## config.mk

```make
export PLATFORM = sky130hd
export DESIGN_NAME = ddr3_avl_arb2
export DESIGN_NICKNAME = d
export VERILOG_FILES = /design/src/rtl/ddr3_avl_arb2.sv
export SDC_FILE = /design/constraint.sdc
export NUM_CORES = 1
export LEC_CHECK = 0
export ABC_CLOCK_PERIOD_IN_PS = 8300
export BUFFER_PORTS_ARGS = -buffer_cell sky130_fd_sc_hd__buf_4
export CAP_MARGIN = 20
export CELL_PAD_IN_SITES_DETAIL_PLACEMENT = 1
export CELL_PAD_IN_SITES_GLOBAL_PLACEMENT = 1
export CORE_AREA = 10 10 190 192
export CTS_BUF_LIST = sky130_fd_sc_hd__clkbuf_8
export DETAILED_ROUTE_END_ITERATION = 8
export DIE_AREA = 0 0 200 202
export GPL_ROUTABILITY_DRIVEN = 0
export GPL_TIMING_DRIVEN = 0
export PLACE_DENSITY_LB_ADDON = 0.2
export SYNTH_ARGS = -nofsm -noshare
export SYNTH_HDL_FRONTEND = slang
export SYNTH_SLANG_ARGS = --single-unit
```

## constraint.sdc

```tcl
create_clock -name clk -period 8.3 [get_ports clk]
set_clock_uncertainty 0.15 [all_clocks]
set_input_delay 0.83 -clock clk [delete_from_list [all_inputs] [get_ports clk]]
set_output_delay 0.83 -clock clk [all_outputs]
set_load 0.05 [all_outputs]
```

## src/rtl/ddr3_avl_arb2.sv

```systemverilog
// rtl/ddr3_avl_arb2.sv - two-port round-robin arbiter onto one DDR3 Avalon-MM local interface
// Write bursts keep the grant until their last beat; read returns are steered by an in-order tag FIFO.
module ddr3_avl_arb2 #(
  parameter int TAG_DEPTH = 16,
  parameter int TAG_AW    = 4
) (
  input  logic        clk,
  input  logic        reset,
  input  logic [25:0] p0_addr,
  input  logic [1:0]  p0_size,
  input  logic [63:0] p0_wdata,
  input  logic [7:0]  p0_be,
  input  logic        p0_write_req,
  input  logic        p0_read_req,
  output logic        p0_ready,
  output logic [63:0] p0_rdata,
  output logic        p0_rdata_valid,
  input  logic [25:0] p1_addr,
  input  logic [1:0]  p1_size,
  input  logic [63:0] p1_wdata,
  input  logic [7:0]  p1_be,
  input  logic        p1_write_req,
  input  logic        p1_read_req,
  output logic        p1_ready,
  output logic [63:0] p1_rdata,
  output logic        p1_rdata_valid,
  input  logic        avl_ready,
  output logic [25:0] avl_addr,
  output logic [1:0]  avl_size,
  output logic [63:0] avl_wdata,
  output logic [7:0]  avl_be,
  output logic        avl_write_req,
  output logic        avl_read_req,
  output logic        avl_burstbegin,
  input  logic [63:0] avl_rdata,
  input  logic        avl_rdata_valid,
  output logic        rd_orphan
);

  localparam logic [1:0] S_IDLE   = 2'd0;
  localparam logic [1:0] S_GRANT  = 2'd1;
  localparam logic [1:0] S_WBURST = 2'd2;
  localparam logic [TAG_AW:0] L_FULL = (TAG_AW+1)'(TAG_DEPTH);

  logic [1:0]        r_state;
  logic              r_gnt;
  logic              r_rr_last;
  logic [1:0]        r_beats;
  logic [1:0]        r_bcnt;
  logic [25:0]       r_laddr;
  logic [1:0]        r_lsize;
  logic [2:0]        r_tag_mem [TAG_DEPTH];
  logic [TAG_AW-1:0] r_wp;
  logic [TAG_AW-1:0] r_rp;
  logic [TAG_AW:0]   r_cnt;
  logic [1:0]        r_ret_cnt;
  logic              r_orphan;

  logic [25:0] w_g_addr;
  logic [1:0]  w_g_size;
  logic [63:0] w_g_wdata;
  logic [7:0]  w_g_be;
  logic        w_g_wr;
  logic        w_g_rd;
  logic [1:0]  w_g_beats;
  logic        w_g_ready;
  logic        w_full;
  logic        w_empty;
  logic        w_elig0;
  logic        w_elig1;
  logic        w_any;
  logic        w_pick;
  logic        w_rd_acc;
  logic [2:0]  w_head;
  logic        w_ret;
  logic        w_pop;

  assign w_g_addr  = r_gnt ? p1_addr      : p0_addr;
  assign w_g_size  = r_gnt ? p1_size      : p0_size;
  assign w_g_wdata = r_gnt ? p1_wdata     : p0_wdata;
  assign w_g_be    = r_gnt ? p1_be        : p0_be;
  assign w_g_wr    = r_gnt ? p1_write_req : p0_write_req;
  assign w_g_rd    = r_gnt ? p1_read_req  : p0_read_req;
  assign w_g_beats = (w_g_size == 2'd0) ? 2'd1 : w_g_size;

  assign w_full  = (r_cnt == L_FULL);
  assign w_empty = (r_cnt == '0);
  assign w_elig0 = p0_write_req | (p0_read_req & ~w_full);
  assign w_elig1 = p1_write_req | (p1_read_req & ~w_full);
  assign w_any   = w_elig0 | w_elig1;
  // On a tie the port that did not win last time goes next.
  assign w_pick  = (w_elig0 & w_elig1) ? ~r_rr_last : w_elig1;

  always_comb begin
    avl_addr       = '0;
    avl_size       = '0;
    avl_wdata      = '0;
    avl_be         = '0;
    avl_write_req  = 1'b0;
    avl_read_req   = 1'b0;
    avl_burstbegin = 1'b0;
    w_g_ready      = 1'b0;
    if (!reset) begin
      case (r_state)
        S_GRANT: begin
          avl_addr       = w_g_addr;
          avl_size       = w_g_size;
          avl_wdata      = w_g_wdata;
          avl_be         = w_g_be;
          avl_write_req  = w_g_wr;
          avl_read_req   = w_g_rd & ~w_g_wr;
          avl_burstbegin = w_g_wr | w_g_rd;
          w_g_ready      = avl_ready & (w_g_wr | w_g_rd);
        end
        S_WBURST: begin
          avl_addr      = r_laddr;
          avl_size      = r_lsize;
          avl_wdata     = w_g_wdata;
          avl_be        = w_g_be;
          avl_write_req = w_g_wr;
          w_g_ready     = avl_ready & w_g_wr;
        end
        default: ;
      endcase
    end
  end

  assign p0_ready = w_g_ready & ~r_gnt;
  assign p1_ready = w_g_ready & r_gnt;
  assign w_rd_acc = (r_state == S_GRANT) & w_g_ready & ~w_g_wr;

  always_ff @(posedge clk) begin
    if (reset) begin
      r_state   <= S_IDLE;
      r_gnt     <= 1'b0;
      r_rr_last <= 1'b1;
      r_beats   <= 2'd0;
      r_bcnt    <= 2'd0;
      r_laddr   <= '0;
      r_lsize   <= '0;
    end else begin
      case (r_state)
        S_IDLE: begin
          if (w_any) begin
            r_gnt     <= w_pick;
            r_rr_last <= w_pick;
            r_state   <= S_GRANT;
          end
        end
        S_GRANT: begin
          if (w_g_ready) begin
            if (w_g_wr) begin
              r_beats <= w_g_beats;
              r_bcnt  <= 2'd1;
              r_laddr <= w_g_addr;
              r_lsize <= w_g_size;
              r_state <= (w_g_beats == 2'd1) ? S_IDLE : S_WBURST;
            end else begin
              r_state <= S_IDLE;
            end
          end else if (!w_g_wr && !w_g_rd) begin
            // Requester withdrew before acceptance: give the bus back rather than hang.
            r_state <= S_IDLE;
          end
        end
        S_WBURST: begin
          if (w_g_ready) begin
            r_bcnt <= r_bcnt + 2'd1;
            if ((r_bcnt + 2'd1) == r_beats) r_state <= S_IDLE;
          end
        end
        default: r_state <= S_IDLE;
      endcase
    end
  end

  assign w_head = r_tag_mem[r_rp];
  assign w_ret  = avl_rdata_valid & ~w_empty;
  assign w_pop  = w_ret & ((r_ret_cnt + 2'd1) == w_head[1:0]);

  always_ff @(posedge clk) begin
    if (w_rd_acc) r_tag_mem[r_wp] <= {r_gnt, w_g_beats};
  end

  always_ff @(posedge clk) begin
    if (reset) begin
      r_wp      <= '0;
      r_rp      <= '0;
      r_cnt     <= '0;
      r_ret_cnt <= 2'd0;
      r_orphan  <= 1'b0;
    end else begin
      if (w_rd_acc) r_wp <= r_wp + TAG_AW'(1);
      if (w_pop)    r_rp <= r_rp + TAG_AW'(1);
      case ({w_rd_acc, w_pop})
        2'b10:   r_cnt <= r_cnt + (TAG_AW+1)'(1);
        2'b01:   r_cnt <= r_cnt - (TAG_AW+1)'(1);
        default: ;
      endcase
      if (w_ret) r_ret_cnt <= w_pop ? 2'd0 : r_ret_cnt + 2'd1;
      if (avl_rdata_valid && w_empty) r_orphan <= 1'b1;
    end
  end

  assign p0_rdata       = reset ? '0 : avl_rdata;
  assign p1_rdata       = reset ? '0 : avl_rdata;
  assign p0_rdata_valid = w_ret & ~w_head[2] & ~reset;
  assign p1_rdata_valid = w_ret & w_head[2] & ~reset;
  assign rd_orphan      = r_orphan & ~reset;

endmodule

```

==> out/results.ini <==
[clocking]
path_clk_slew_ps=100
cts_tree=done
insertion_delay_ps=390
cts_setup_buffers=0
clock_path_buffers=2
cts-root-buf=clkbuf_8
clock_sinks=103
numCtsBuffers=9
hold_buffers=0
htree_levels=3
cts_resized=0

[placement]
io_buffer_count=507
pre_cts_slack_ps=3430
hpwlAfterDp_mm=33.2
numPlacedInstances=1709

[drt]
drt_iter0_drc=276
post-route-drc-count=0
ant_nets=0
routed_wl_mm=38.2
firstDrtPassIters=5
via_per_inst=4.32
vias=7458
avgRoutedWirePerCell_um=22.2

[finish]
area_delta_synth_final_pct=63.8
fin_cells=1726
drive_above_1_share_pct=50.4
nNetsFinal=1561

[global_routing]
grt_pass1_wl_mm=53.8
antenna_found_initial=1
grt_usage_pct=17.8
grt_overflow_total=0
grt_pass1_vias=8120
grt_max_degree=21

[logic_synthesis]
synthTopCellsByArea=edfxtp_1, dfxtp_1, mux2i_1, nor2_1, buf_4
synth_edf_count=48
yosys.area.top_type=edfxtp_1
synth_ff_type=dfxtp_1
yosysSeqAreaShare_pct=35.7
yosysWarnings=0
async_flop_share_pct=0
synthTopCellsByCount=nor2_1, mux2i_1, nor2b_1, buf_4, dfxtp_1
synth_nets=1043
synth_area_per_cell_um2=9.36
synth_cell_type_count=55
syn_area_mm2=0.00711
yosysTopAreaCellShare_pct=20.3
syn_inst=760
yosysMostFrequentCell=nor2_1
ys_seq_elements=103

[sta]
setup_tns_ps=0
hold_viol=0
rsz0062_at_grt=no
tightest_slew_ps=909
slew_viol_final=0
setup_viol=0
fin_crit_sh_pct=61.9
period_needed_ps=5140
relSlewSlack_pct=39.4
layout_setup_ws_ps=3160
fmax_ghz=0.195

[power]
p_leak_nw=5.16
total_power_mw=1.54
power_density_mw_per_mm2=133
irDropWorstVdd_mv=0.0697

[floorplanning]
initial_core_util_pct=22.0
coreArea_mm2=0.0323
row_count=66
dieHeight_um=202
die_w_um=200
die_area_mm2=0.0404
ios=508

[worst_setup_path]
end_kind=primary output
crit_path_start_kind=flip-flop
worst-setup-path-type=reg2out
path_max_fanout=17
worstPathArrival_ps=4160
critical_path_required_ps=7320

[outcome]
status=complete, no violations

[min_path]
min_path_type=reg2reg

[flow_run]
maxCapViolations=0

-- placed cells by master, fill, tap and decap left out, drive strengths merged, types with 2 or more instances in the layout --
cell type / instances
a21o: 3
a22oi: 27
nor3: 6
xor2: 5
clkinvlp: 2
nor2: 163
inv: 15
buf: 590
nand3: 4
nand2: 20
mux2i: 108
mux4: 14
mux2: 32
dfxtp: 55
nor2b: 69
nor3b: 3
clkbuf: 44
ha: 11
clkinv: 2
a21oi: 17
edfxtp: 48
and3: 2
o211ai: 2
a211oi: 2
or3: 3
o21ai: 9
nand4: 2
xnor2: 4
nand2b: 6
-- critical path, cell delays in order, from the launching register on --
cell	delay, ps
dfxtp_1	670
clkbuf_1	630
clkbuf_1	550
buf_2	440
buf_1	730
mux2i_1	180
nor2_1	280
buf_4	270
-- path summary, 6_finish.rpt --
kind	endpoint	cells past startpoint	slack, ps	start
worst max-delay path	avl_wdata[54]	7	3160	r_gnt
worst min-delay path	r_orphan	2	320	r_orphan
worst max register to register	r_cnt[4]	16	3430	r_gnt
worst min register to register	r_orphan	2	320	r_orphan
-- logic make-up after synthesis --
kind of cell	Yosys count	share of synthesized area (%)
flip-flops	103	35.7
adder cells (fa/ha/maj)	11	1.93
AND/OR/NAND/NOR	282	18.5
buffers and inverters	130	10.5
AO/OA/AOI/OAI	71	6.83
multiplexers	154	25.1
XOR/XNOR	9	1.37
-- per-layer routing --
| metal | part of all wire (%) | vias up | track usage, % |
|---|---|---|---|
| li1 | - | 3586 | - |
| met1 | 37 | 3513 | 18.9 |
| met2 | 51 | 335 | 32.4 |
| met3 | 10 | 24 | 6.88 |
| met4 | 2.0 | 0 | 3.73 |
| met5 | 0 | - | 0 |
-- registers in the layout, summed over array words and instances, names as in the netlist, named ones only --
| signal | flops |
|---|---|
| r_cnt | 5 |
| r_lsize | 1 |
| r_beats | 2 |
| r_rr_last | 1 |
| r_rp | 4 |
| r_state | 2 |
| r_wp | 4 |
| r_bcnt | 2 |
| r_ret_cnt | 2 |
| r_tag_mem | 48 |
| r_laddr | 26 |
| r_gnt | 1 |
| r_orphan | 1 |
-- power breakdown --
part	total, mW	switching, mW	internal, mW
clock	0.296	0.186	0.110
combinational	0.701	0.437	0.264
sequential	0.546	0.00609	0.540
-- area by class of cell --
| cell class | instances | area [um2] |
|---|---|---|
| fillers | 3841 | 20600 |
| multi-input cells | 527 | 3820 |
| repair buffers | 507 | 3810 |
| flip-flops and latches | 103 | 2540 |
| plain buffers | 118 | 703 |
| well taps | 442 | 553 |
| clock buffers | 9 | 124 |
| clock inverters | 7 | 50.0 |
| inverters | 12 | 45.0 |
| diodes | 1 | 2.50 |
-- per-stage QoR --
stage	hold slack, ps	area, um2	utilization, %
3_5_place_dp	304	11500	35.5
4_1_cts	329	11600	36.1
5_1_grt	357	11600	36.1
6_report	319	11600	36.1
3_3_place_gp	297	11500	35.5
2_1_floorplan	279	7110	-
Power figures use the tool's default switching activity.
